`src/rtl/run_dispatcher_pkg.sv`:
```
// Shared state encoding and default sizing for the run dispatcher.
package run_dispatch_pkg;

  localparam int DEF_NUM_W     = 4;
  localparam int DEF_JOB_W     = 4;
  localparam int DEF_TO_CYCLES = 64;

  // ST_ERR is only reachable when the WAIT timeout is compiled in.
  typedef enum logic [2:0] {
    ST_IDLE   = 3'd0,
    ST_LAUNCH = 3'd1,
    ST_WAIT   = 3'd2,
    ST_FINISH = 3'd3,
    ST_ERR    = 3'd4
  } run_state_e;

endpackage

```
`src/rtl/run_dispatcher_if.sv`:
```
// Command handshake between a requester (master) and the dispatcher (slave).
interface run_dispatcher_if
  import run_dispatch_pkg::*;
#(
  parameter int NUM_W = DEF_NUM_W,
  parameter int JOB_W = DEF_JOB_W
) ();

  logic             cmd_valid;
  logic             cmd_ready;
  logic [NUM_W-1:0] cmd_num;
  logic [JOB_W-1:0] cmd_jobs;

  modport master (output cmd_valid, cmd_num, cmd_jobs, input cmd_ready);
  modport slave  (input cmd_valid, cmd_num, cmd_jobs, output cmd_ready);

endinterface

```
`src/rtl/run_dispatcher_timeout.sv`:
```
// WAIT-cycle watchdog: counts enabled cycles since clear, flags the TO_CYCLES-th one.
// Only built when RUN_DISPATCHER_TIMEOUT_EN is defined.
`ifdef RUN_DISPATCHER_TIMEOUT_EN
module run_timeout
  import run_dispatch_pkg::*;
#(
  parameter int TO_CYCLES = DEF_TO_CYCLES
) (
  input  logic clk,
  input  logic reset_n,
  input  logic clear,
  input  logic enable,
  output logic tc
);

  localparam int CW = $clog2(TO_CYCLES + 1);

  logic [CW-1:0] cnt;

  // tc is combinational so a same-cycle wk_done can still win over it.
  assign tc = enable && (cnt == CW'(TO_CYCLES - 1));

  always_ff @(posedge clk or negedge reset_n) begin
    if (!reset_n)              cnt <= '0;
    else if (clear)            cnt <= '0;
    else if (enable && !tc)    cnt <= cnt + CW'(1);
  end

endmodule
`endif

```
`src/rtl/run_dispatcher.sv`:
```
// Launches cmd_jobs worker runs of size cmd_num, one at a time, then pulses done.
// Optional WAIT timeout enabled by defining RUN_DISPATCHER_TIMEOUT_EN.
module run_dispatcher
  import run_dispatch_pkg::*;
#(
  parameter int NUM_W     = DEF_NUM_W,
  parameter int JOB_W     = DEF_JOB_W,
  parameter int TO_CYCLES = DEF_TO_CYCLES
) (
  input  logic             clk,
  input  logic             reset_n,
  run_dispatcher_if.slave  cmd,
  output logic             wk_run,
  output logic [NUM_W-1:0] wk_num,
  input  logic             wk_done,
  output logic             busy,
  output logic [JOB_W-1:0] jobs_done,
  output logic             done,
  output logic             err
);

  run_state_e       state;
  logic [JOB_W-1:0] jobs_lat;
  logic [JOB_W-1:0] jobs_nxt;

  assign jobs_nxt = jobs_done + JOB_W'(1);

`ifdef RUN_DISPATCHER_TIMEOUT_EN
  logic to_hit;

  run_timeout #(.TO_CYCLES(TO_CYCLES)) u_timeout (
    .clk     (clk),
    .reset_n (reset_n),
    .clear   (state == ST_LAUNCH),
    .enable  (state == ST_WAIT),
    .tc      (to_hit)
  );
`else
  assign err = 1'b0;
`endif

  // All outputs are registered and move together with the state register.
  always_ff @(posedge clk or negedge reset_n) begin
    if (!reset_n) begin
      state         <= ST_IDLE;
      cmd.cmd_ready <= 1'b1;
      wk_run        <= 1'b0;
      wk_num        <= '0;
      jobs_lat      <= '0;
      jobs_done     <= '0;
      done          <= 1'b0;
      busy          <= 1'b0;
`ifdef RUN_DISPATCHER_TIMEOUT_EN
      err           <= 1'b0;
`endif
    end else begin
      case (state)
        ST_IDLE: begin
          if (cmd.cmd_valid) begin
            wk_num        <= cmd.cmd_num;
            jobs_lat      <= cmd.cmd_jobs;
            jobs_done     <= '0;
            cmd.cmd_ready <= 1'b0;
            busy          <= 1'b1;
`ifdef RUN_DISPATCHER_TIMEOUT_EN
            err           <= 1'b0;
`endif
            // An empty command still reports completion, just without launches.
            if (cmd.cmd_jobs != '0 && cmd.cmd_num != '0) begin
              state  <= ST_LAUNCH;
              wk_run <= 1'b1;
            end else begin
              state <= ST_FINISH;
              done  <= 1'b1;
            end
          end
        end
        ST_LAUNCH: begin
          wk_run <= 1'b0;
          state  <= ST_WAIT;
        end
        ST_WAIT: begin
          if (wk_done) begin
            jobs_done <= jobs_nxt;
            if (jobs_nxt == jobs_lat) begin
              state <= ST_FINISH;
              done  <= 1'b1;
            end else begin
              state  <= ST_LAUNCH;
              wk_run <= 1'b1;
            end
          end
`ifdef RUN_DISPATCHER_TIMEOUT_EN
          else if (to_hit) begin
            state <= ST_ERR;
            err   <= 1'b1;
          end
`endif
        end
        ST_FINISH: begin
          done          <= 1'b0;
          busy          <= 1'b0;
          cmd.cmd_ready <= 1'b1;
          state         <= ST_IDLE;
        end
`ifdef RUN_DISPATCHER_TIMEOUT_EN
        ST_ERR: begin
          busy          <= 1'b0;
          cmd.cmd_ready <= 1'b1;
          state         <= ST_IDLE;
        end
`endif
        default: begin
          state         <= ST_IDLE;
          cmd.cmd_ready <= 1'b1;
          busy          <= 1'b0;
          wk_run        <= 1'b0;
          done          <= 1'b0;
        end
      endcase
    end
  end

endmodule

```
`src/flat_wrapper.sv`:
```
// flat-port wrapper written by rule: the top's interface ports become plain ports
module run_dispatcher_flat import run_dispatch_pkg::*;
#(
  parameter int NUM_W     = DEF_NUM_W,
  parameter int JOB_W     = DEF_JOB_W,
  parameter int TO_CYCLES = DEF_TO_CYCLES
)
  (clk, reset_n, wk_run, wk_num, wk_done, busy, jobs_done, done, err, cmd_cmd_valid, cmd_cmd_num, cmd_cmd_jobs, cmd_cmd_ready);
  run_dispatcher_if #(.NUM_W(NUM_W), .JOB_W(JOB_W)) cmd_i ();
  input  logic clk;
  input  logic reset_n;
  output logic wk_run;
  output logic [NUM_W-1:0] wk_num;
  input  logic wk_done;
  output logic busy;
  output logic [JOB_W-1:0] jobs_done;
  output logic done;
  output logic err;
  input wire logic [$bits(cmd_i.cmd_valid)-1:0] cmd_cmd_valid;
  input wire logic [$bits(cmd_i.cmd_num)-1:0] cmd_cmd_num;
  input wire logic [$bits(cmd_i.cmd_jobs)-1:0] cmd_cmd_jobs;
  output wire logic [$bits(cmd_i.cmd_ready)-1:0] cmd_cmd_ready;
  assign cmd_i.cmd_valid = cmd_cmd_valid;
  assign cmd_i.cmd_num = cmd_cmd_num;
  assign cmd_i.cmd_jobs = cmd_cmd_jobs;
  assign cmd_cmd_ready = cmd_i.cmd_ready;
  run_dispatcher #(.NUM_W(NUM_W), .JOB_W(JOB_W), .TO_CYCLES(TO_CYCLES)) u_core (.clk(clk), .reset_n(reset_n), .cmd(cmd_i), .wk_run(wk_run), .wk_num(wk_num), .wk_done(wk_done), .busy(busy), .jobs_done(jobs_done), .done(done), .err(err));
endmodule
```
`config.mk`:
```
export PLATFORM = sky130hd
export DESIGN_NAME = run_dispatcher_flat
export DESIGN_NICKNAME = d
export VERILOG_FILES = /design/src/rtl/run_dispatcher_pkg.sv /design/src/rtl/run_dispatcher_if.sv /design/src/rtl/run_dispatcher_timeout.sv /design/src/rtl/run_dispatcher.sv /design/src/flat_wrapper.sv
export SDC_FILE = /design/constraint.sdc
export NUM_CORES = 1
export LEC_CHECK = 0
export BUFFER_PORTS_ARGS = -buffer_cell sky130_fd_sc_hd__buf_4
export CORE_MARGIN = 10
export CORE_UTILIZATION = 55
export DETAILED_ROUTE_END_ITERATION = 6
export PLACE_DENSITY_LB_ADDON = 0.08
export SYNTH_ARGS = -nofsm -noshare
export SYNTH_HDL_FRONTEND = slang
export SYNTH_SLANG_ARGS = --single-unit
export TNS_END_PERCENT = 30
```
`constraint.sdc`:
```
create_clock -name clk -period 3.2 [get_ports clk]
set_input_delay 0.16 -clock clk [delete_from_list [all_inputs] [get_ports clk]]
set_output_delay 0.16 -clock clk [all_outputs]
set_load 0.05 [all_outputs]
```
==> key figures, run 1 <==
Finish
  – Number of fill cells in the layout: 131
  – Most common cell after layout, fill and taps aside: buf_4
  – Commonest cells after routing, fill and taps aside: buf_4 (23), dfrtp_1 (17), inv_1 (9)
  – Final non-filler cell total: 146
  – Synthesis-to-layout area growth: 21.9%
  – Nets: 139
  – ANT cells: 0
  – Layout cell share with drive strength beyond 1: 33.1%

Drt
  – Via count: 767
  – Initial DRC count: 20
  – First-pass DRT Iterations: 4
  – Drt drc: 0
  – Routed Antenna Nets: 0
  – Routed vias/inst: 5.25
  – Overall routed net length: 2060 µm
  – Routed WL per cell: 14.1 µm

STA
  – Fin. Hold Viols: 0
  – Fin crit share: 52.0%
  – Setup TNS: 0 ns
  – Clock skew: 0.00243 ns
  – Max Freq: 601 MHz
  – Pins Over Slew Limit: 0
  – RSZ-0062 raised after global routing: no
  – Final Setup Violations: 0
  – Final worst slack: 1.54 ns
  – Final min period: 1.66 ns

Placement
  – Port-buffer cells: 23
  – DP HPWL: 1660 µm
  – GPL Wtd Cong: 0.861
  – Inst Count DP: 141
  – Dpl ws: 1.56 ns

Worst setup path
  – CP Buf/Inv Count: 0
  – Reg2Reg Setup Slack: 1.54 ns
  – Critical Path Source Type: flip-flop
  – Setup CP Type: flip-flop to flip-flop
  – Data required time of the worst path: 3.41 ns
  – Crit end category: flip-flop
  – Slowest-stage cell, CP: dfrtp_1
  – Slowest stage delay, CP: 0.47 ns
  – Crit-path cells: ha_1 -> xor2_1 -> nor2_1 -> a41oi_1 -> a221oi_2
  – CP delay by family, top: flip-flops
  – CP Data Arrival Time: 1.87 ns
  – Critical path peak fanout: 6

Run
  – Max Cap Viol: 0

Clock network
  – Clock buffer count from CTS: 3
  – Post_cts resized: 0
  – Worst-path clk slew: 0.10 ns
  – CTS hold repair buffers: 1
  – CTS sink cnt: 18
  – Root buffer cell: clkbuf_4
  – Clock Path Buffers: 2
  – CTS tree: done
  – Clk_lat worst skew: 0.29 ns
  – Setup bufs post-CTS: 0
  – Htree depth: 1

Synthesis
  – Post-synth top area share: 42.3%
  – Synth area leader: dfrtp_1
  – EDFF count, synth: 0
  – Primary FF master, synth: dfrtp_1
  – Synthesized flop and latch total: 18
  – Synthesized netlist cell count: 97
  – Sequential area share after synthesis: 45.0%
  – Synth unique cells: 32
  – Warnings from Yosys: 0
  – Largest cells by area after synthesis: dfrtp_1 (42%), mux2_2 (9.0%), ha_1 (6.2%)
  – Net count after synthesis: 114
  – Mapped Avg Cell Area: 10.4 µm²
  – Synthesized cell area: 1000 µm²
  – FFs w/ async S/R, synth: 100%

Global routing
  – Global-route wire length before repair: 3420 µm
  – Number of global-route vias before repair: 759
  – Largest net degree at the start of global routing: 19
  – Initial antenna violation count: 0
  – GRT Total Usage: 10.3%
  – Total congestion overflow: 0

Die
  – I/O pin count: 25
  – Die area: 3940 µm²
  – Vert. Die Dim: 62.7 µm
  – Initial Utilization: 58.2%
  – Row cnt: 15
  – Core ar.: 1730 µm²
  – Die X: 62.7 µm

Power and ir drop
  – Peak VDD IR: 0.000642 V
  – Cell Pwr Density: 1080 nW/µm²
  – Lkg Pwr: 0.577 nW

Run status
  – Status: finished, final reports clean

Worst hold path
  – Hold Path Class: input port to flip-flop
==> kinds of logic (layout without fill, tap and decap cells) <==
logic type                 after synthesis  in the layout  share of synthesized area (%)
AOI/OAI and AO/OA                       25             25                           16.4
and+or+nand+nor                         21             21                           10.7
DFF                                     18             18                           45.0
buffers and inverters                   13             37                           6.35
muxes                                    8              8                           8.97
xor gates and xnor gates                 6              6                           5.98
adders and majority gates                5              5                           6.23
other                                    1              1                          0.373
==> cells in the mapped netlist (all sizes together) (2+ instances only) <==
master	n
inv	9
nor2	5
nor2b	2
xnor2	4
or4	2
nand2	6
o21ai	9
buf	2
a21oi	4
mux2	8
a31oi	3
dfrtp	17
xor2	2
a22o	2
nand3	3
clkbuf	2
nor3	2
ha	5
==> sequential cells by signal (all words and copies together) (netlist names) <==
signal	cells
u_core.busy	1
u_core.jobs_lat	4
u_core.state	2
u_core.jobs_done	4
u_core.cmd.cmd_ready	1
u_core.wk_num	4
u_core.wk_run	1
u_core.done	1
==> final cells by class <==
class                      count  area [µm²]  share of cell area, %
multi-input combinational     66         489                   39.9
clock buffer                   4        36.3                   2.96
tap                           25        31.3                   2.55
timing repair buffer          24         183                   14.9
sequential                    18         452                   36.9
inverter                       9        33.8                   2.76
==> power by group <==
part	internal [W]	switching [W]
registers	0.000336	0.0000782
logic	0.000297	0.000474
clock network	0.0000694	0.0000720
total	0.000702	0.000624
==> final timing paths <==
check,from,endpoint,depth (start not counted)
worst min register to register,u_core.busy,u_core.busy,1
worst max register to register,u_core.jobs_done[0],u_core.state[1],5
max in group asynchronous,reset_n,u_core.cmd.cmd_ready,2
worst min-delay path,cmd_cmd_jobs[1],u_core.jobs_lat[1],2
worst max-delay path,u_core.jobs_done[0],u_core.state[1],5
min in group asynchronous,reset_n,u_core.jobs_done[0],2
==> metal layers <==
layer	up-vias	part of all wire (%)	global-route usage [%]
met5	-	0	0
met4	0	0.83	5.03
met3	2	6.6	3.05
met2	25	47	16.2
met1	355	45	12.5
li1	385	-	-
==> per-stage QoR <==
step                hold slack (ns)  utilization, %  instance area, µm²  power [W]
floorplan                    -0.136               -                1000    0.00101
global placement             0.0410            68.3                1180    0.00118
detailed placement           0.0416            68.3                1180    0.00120
CTS                          0.0952            70.9                1220    0.00134
global route                 0.0898            70.9                1220    0.00142
finish                        0.102            70.9                1220    0.00133
Power figures use the tool's default switching activity.
==> run 2: changes to the inputs <==
Settings changed: CORE_UTILIZATION 55 to 46.
Clock period 3.2 ns to 1.5 ns, I/O delays scaled along.
==> run 2 against run 1 <==
  * The flow now finishes with violations (setup timing)
  * Clock-buffer cell count is the same
  * Critical path depth unchanged
  * Critical path type unchanged
  * Utilization decreased by 4.2 points
  * Flip-flop and latch count is the same
  * Maximum frequency rose by 9.4%
  * Clock skew is 0.019 ns higher
  * Critical endpoint unchanged
  * Power grew 140%
  * Final cell count rose by 9.6%
  * Wire length up 16%
  * Non-clock buffer count is 12 higher
  * Sequential power rose by 110%
  * Combinational power rose to 2.6 times the previous value
==> key figures, run 2 (synthesis gave the netlist of run 1 again) <==
Run status
  – Status: complete, but fails checks (was finished, final reports clean)
  – Failing checks: setup timing

STA
  – Final Setup Violations: 2 (was 0)
  – Final min period: 1.52 ns (was 1.66 ns)
  – Pins Over Slew Limit: 0 (unchanged)
  – Setup TNS: -0.0297 ns (was 0 ns)
  – Final worst slack: -0.0204 ns (was 1.54 ns)
  – Fin crit share: 101% (was 52.0%)
  – RSZ-0062 raised after global routing: yes (was no)
  – Fin. Hold Viols: 0 (unchanged)
  – Max Freq: 658 MHz (was 601 MHz)
  – Clock skew: 0.0212 ns (was 0.00243 ns)

Worst setup path
  – CP Data Arrival Time: 1.72 ns (was 1.87 ns)
  – Slowest-stage cell, CP: dfrtp_2 (was dfrtp_1)
  – Crit-path cells: ha_4 -> xor2_1 -> nor2_1 -> a41oi_2 -> a221oi_2 (was ha_1 -> xor2_1 -> nor2_1 -> a41oi_1 -> a221oi_2)
  – Critical path peak fanout: 2 (was 6)
  – CP delay by family, top: flip-flops (unchanged)
  – Critical Path Source Type: flip-flop (unchanged)
  – Setup CP Type: flip-flop to flip-flop (unchanged)
  – Crit end category: flip-flop (unchanged)
  – CP Buf/Inv Count: 0 (unchanged)
  – Data required time of the worst path: 1.70 ns (was 3.41 ns)
  – Slowest stage delay, CP: 0.45 ns (was 0.47 ns)

Finish
  – Footprint of the multi-input gates: 527 µm² (was 489 µm²)
  – Synthesis-to-layout area growth: 34.2% (was 21.9%)
  – Final non-filler cell total: 160 (was 146)
  – Final core utilization: 66.7% (was 70.9%)
  – Layout Cell Area excl Fill: 1350 µm² (was 1220 µm²)
  – ANT cells: 0 (unchanged)
  – Nets: 151 (was 139)
  – Layout cell share with drive strength beyond 1: 45.1% (was 33.1%)
  – Most common cell after layout, fill and taps aside: buf_4 (unchanged)
  – Number of fill cells in the layout: 179 (was 131)
  – Commonest cells after routing, fill and taps aside: buf_4 (35), dfrtp_1 (14), inv_1 (8), mux2_2 (8), o21ai_0 (8) (was buf_4 (23), dfrtp_1 (17), inv_1 (9))
  – Regs by FF count: u_core.jobs_done (4), u_core.jobs_lat (4), u_core.wk_num (4) (unchanged)
  – Register area: 455 µm² (was 452 µm²)

Placement
  – DP HPWL: 1860 µm (was 1660 µm)
  – Inst Count DP: 153 (was 141)
  – GPL Wtd Cong: 0.910 (was 0.861)
  – Cell Area, Placed: 1280 µm² (was 1180 µm²)
  – Port-buffer cells: 23 (unchanged)

Clock network
  – Root buffer cell: clkbuf_4 (unchanged)
  – Htree depth: 1 (unchanged)
  – Clock buffer count from CTS: 3 (unchanged)
  – CTS tree: done (unchanged)
  – CTS sink cnt: 18 (unchanged)
  – Clk_lat worst skew: 0.30 ns (was 0.29 ns)
  – Worst-path clk slew: 0.12 ns (was 0.10 ns)
  – Clock Path Buffers: 2 (unchanged)

Die
  – I/O pin count: 25 (unchanged)
  – Vert. Die Dim: 66.7 µm (was 62.7 µm)
  – Die X: 66.7 µm (was 62.7 µm)
  – Die area: 4450 µm² (was 3940 µm²)
  – Core ar.: 2020 µm² (was 1730 µm²)
  – Row cnt: 16 (was 15)
  – Initial Utilization: 49.7% (was 58.2%)

Run
  – Max Cap Viol: 0 (unchanged)

Global routing
  – Number of global-route vias before repair: 882 (was 759)
  – Initial antenna violation count: 0 (unchanged)
  – GRT Total Usage: 11.2% (was 10.3%)
  – Total congestion overflow: 0 (unchanged)
  – Global-route wire length before repair: 4060 µm (was 3420 µm)
  – Largest net degree at the start of global routing: 19 (unchanged)

Drt
  – Drt drc: 0 (unchanged)
  – Routed WL per cell: 15.0 µm (was 14.1 µm)
  – First-pass DRT Iterations: 5 (was 4)
  – Via count: 857 (was 767)
  – Initial DRC count: 27 (was 20)
  – Routed Antenna Nets: 0 (unchanged)
  – Overall routed net length: 2400 µm (was 2060 µm)
  – Routed vias/inst: 5.36 (was 5.25)

Power and ir drop
  – Lkg Pwr: 0.622 nW (was 0.577 nW)
  – Peak VDD IR: 0.00169 V (was 0.000642 V)
  – Cell Pwr Density: 2330 nW/µm² (was 1080 nW/µm²)
  – Total power: 0.00315 W (was 0.00133 W)

Worst hold path
  – Hold Path Class: input port to flip-flop (unchanged)
run 2: cell count changes in the layout (fill, tap and decap cells not counted), sizes merged:
cell,delta
buf,+12
run 2: final timing paths:
check                                  endpoint  cells after the start                start  slack (ns)
min in group asynchronous   u_core.jobs_done[3]                      2              reset_n        0.16
max reg2reg                     u_core.state[1]                      5  u_core.jobs_done[0]       -0.02
min reg2reg                    u_core.wk_num[0]                      1     u_core.wk_num[0]        0.52
max in group asynchronous  u_core.cmd.cmd_ready                      2              reset_n        1.05
min                          u_core.jobs_lat[3]                      2      cmd_cmd_jobs[3]       0.008
max                             u_core.state[1]                      5  u_core.jobs_done[0]       -0.02
run 2: timing repair:
action,4_1_cts,5_1_grt
cloned,0,0
setup endpoints to repair,3,5
setup buffers,1,1
resized for setup,1,4
pin swaps,0,5
hold buffers,1,0
endpoints found under the hold margin,18,0
run 2: final cells by class:
type / instances / share of cell area, %
Tap cell: 27 / 2.50
Timing Repair Buffer: 36 / 20.2
Multi-Input combinational cell: 66 / 39.1
Inverter: 9 / 2.50
Clock buffer: 4 / 1.95
Sequential cell: 18 / 33.8
run 2: per-stage QoR:
| stage | worst slack (ns) | hold WS, ns |
|---|---|---|
| finish | -0.0204 | 0.00812 |
| global route | -0.0710 | 0.00717 |
| CTS | -0.0112 | 0.0106 |
| detailed placement | 0.00660 | -0.0398 |
| global placement | 0.00401 | -0.0394 |
| floorplan | -0.0165 | -0.221 |
run 2: power by group:
part           switching [W]  leakage [nW]  internal [W]
Sequential          0.000150         0.216      0.000720
Combinational        0.00115         0.391      0.000867
Clock               0.000160        0.0150      0.000103
Total                0.00146         0.622       0.00169
run 2: routing by layer:
metal	part of all wire (%)	global-route usage, %	routed length, µm
met3	9.8	4.85	235
met1	44	14.4	1040
met4	1.1	2.88	27
met2	45	16.6	1090
met5	0	0	0
run 2: worst register-to-register path: stages (launching register included):
cell and delay, ns:
dfrtp_2 0.45, ha_4 0.25, xor2_1 0.15, nor2_1 0.17, a41oi_2 0.17, a221oi_2 0.23
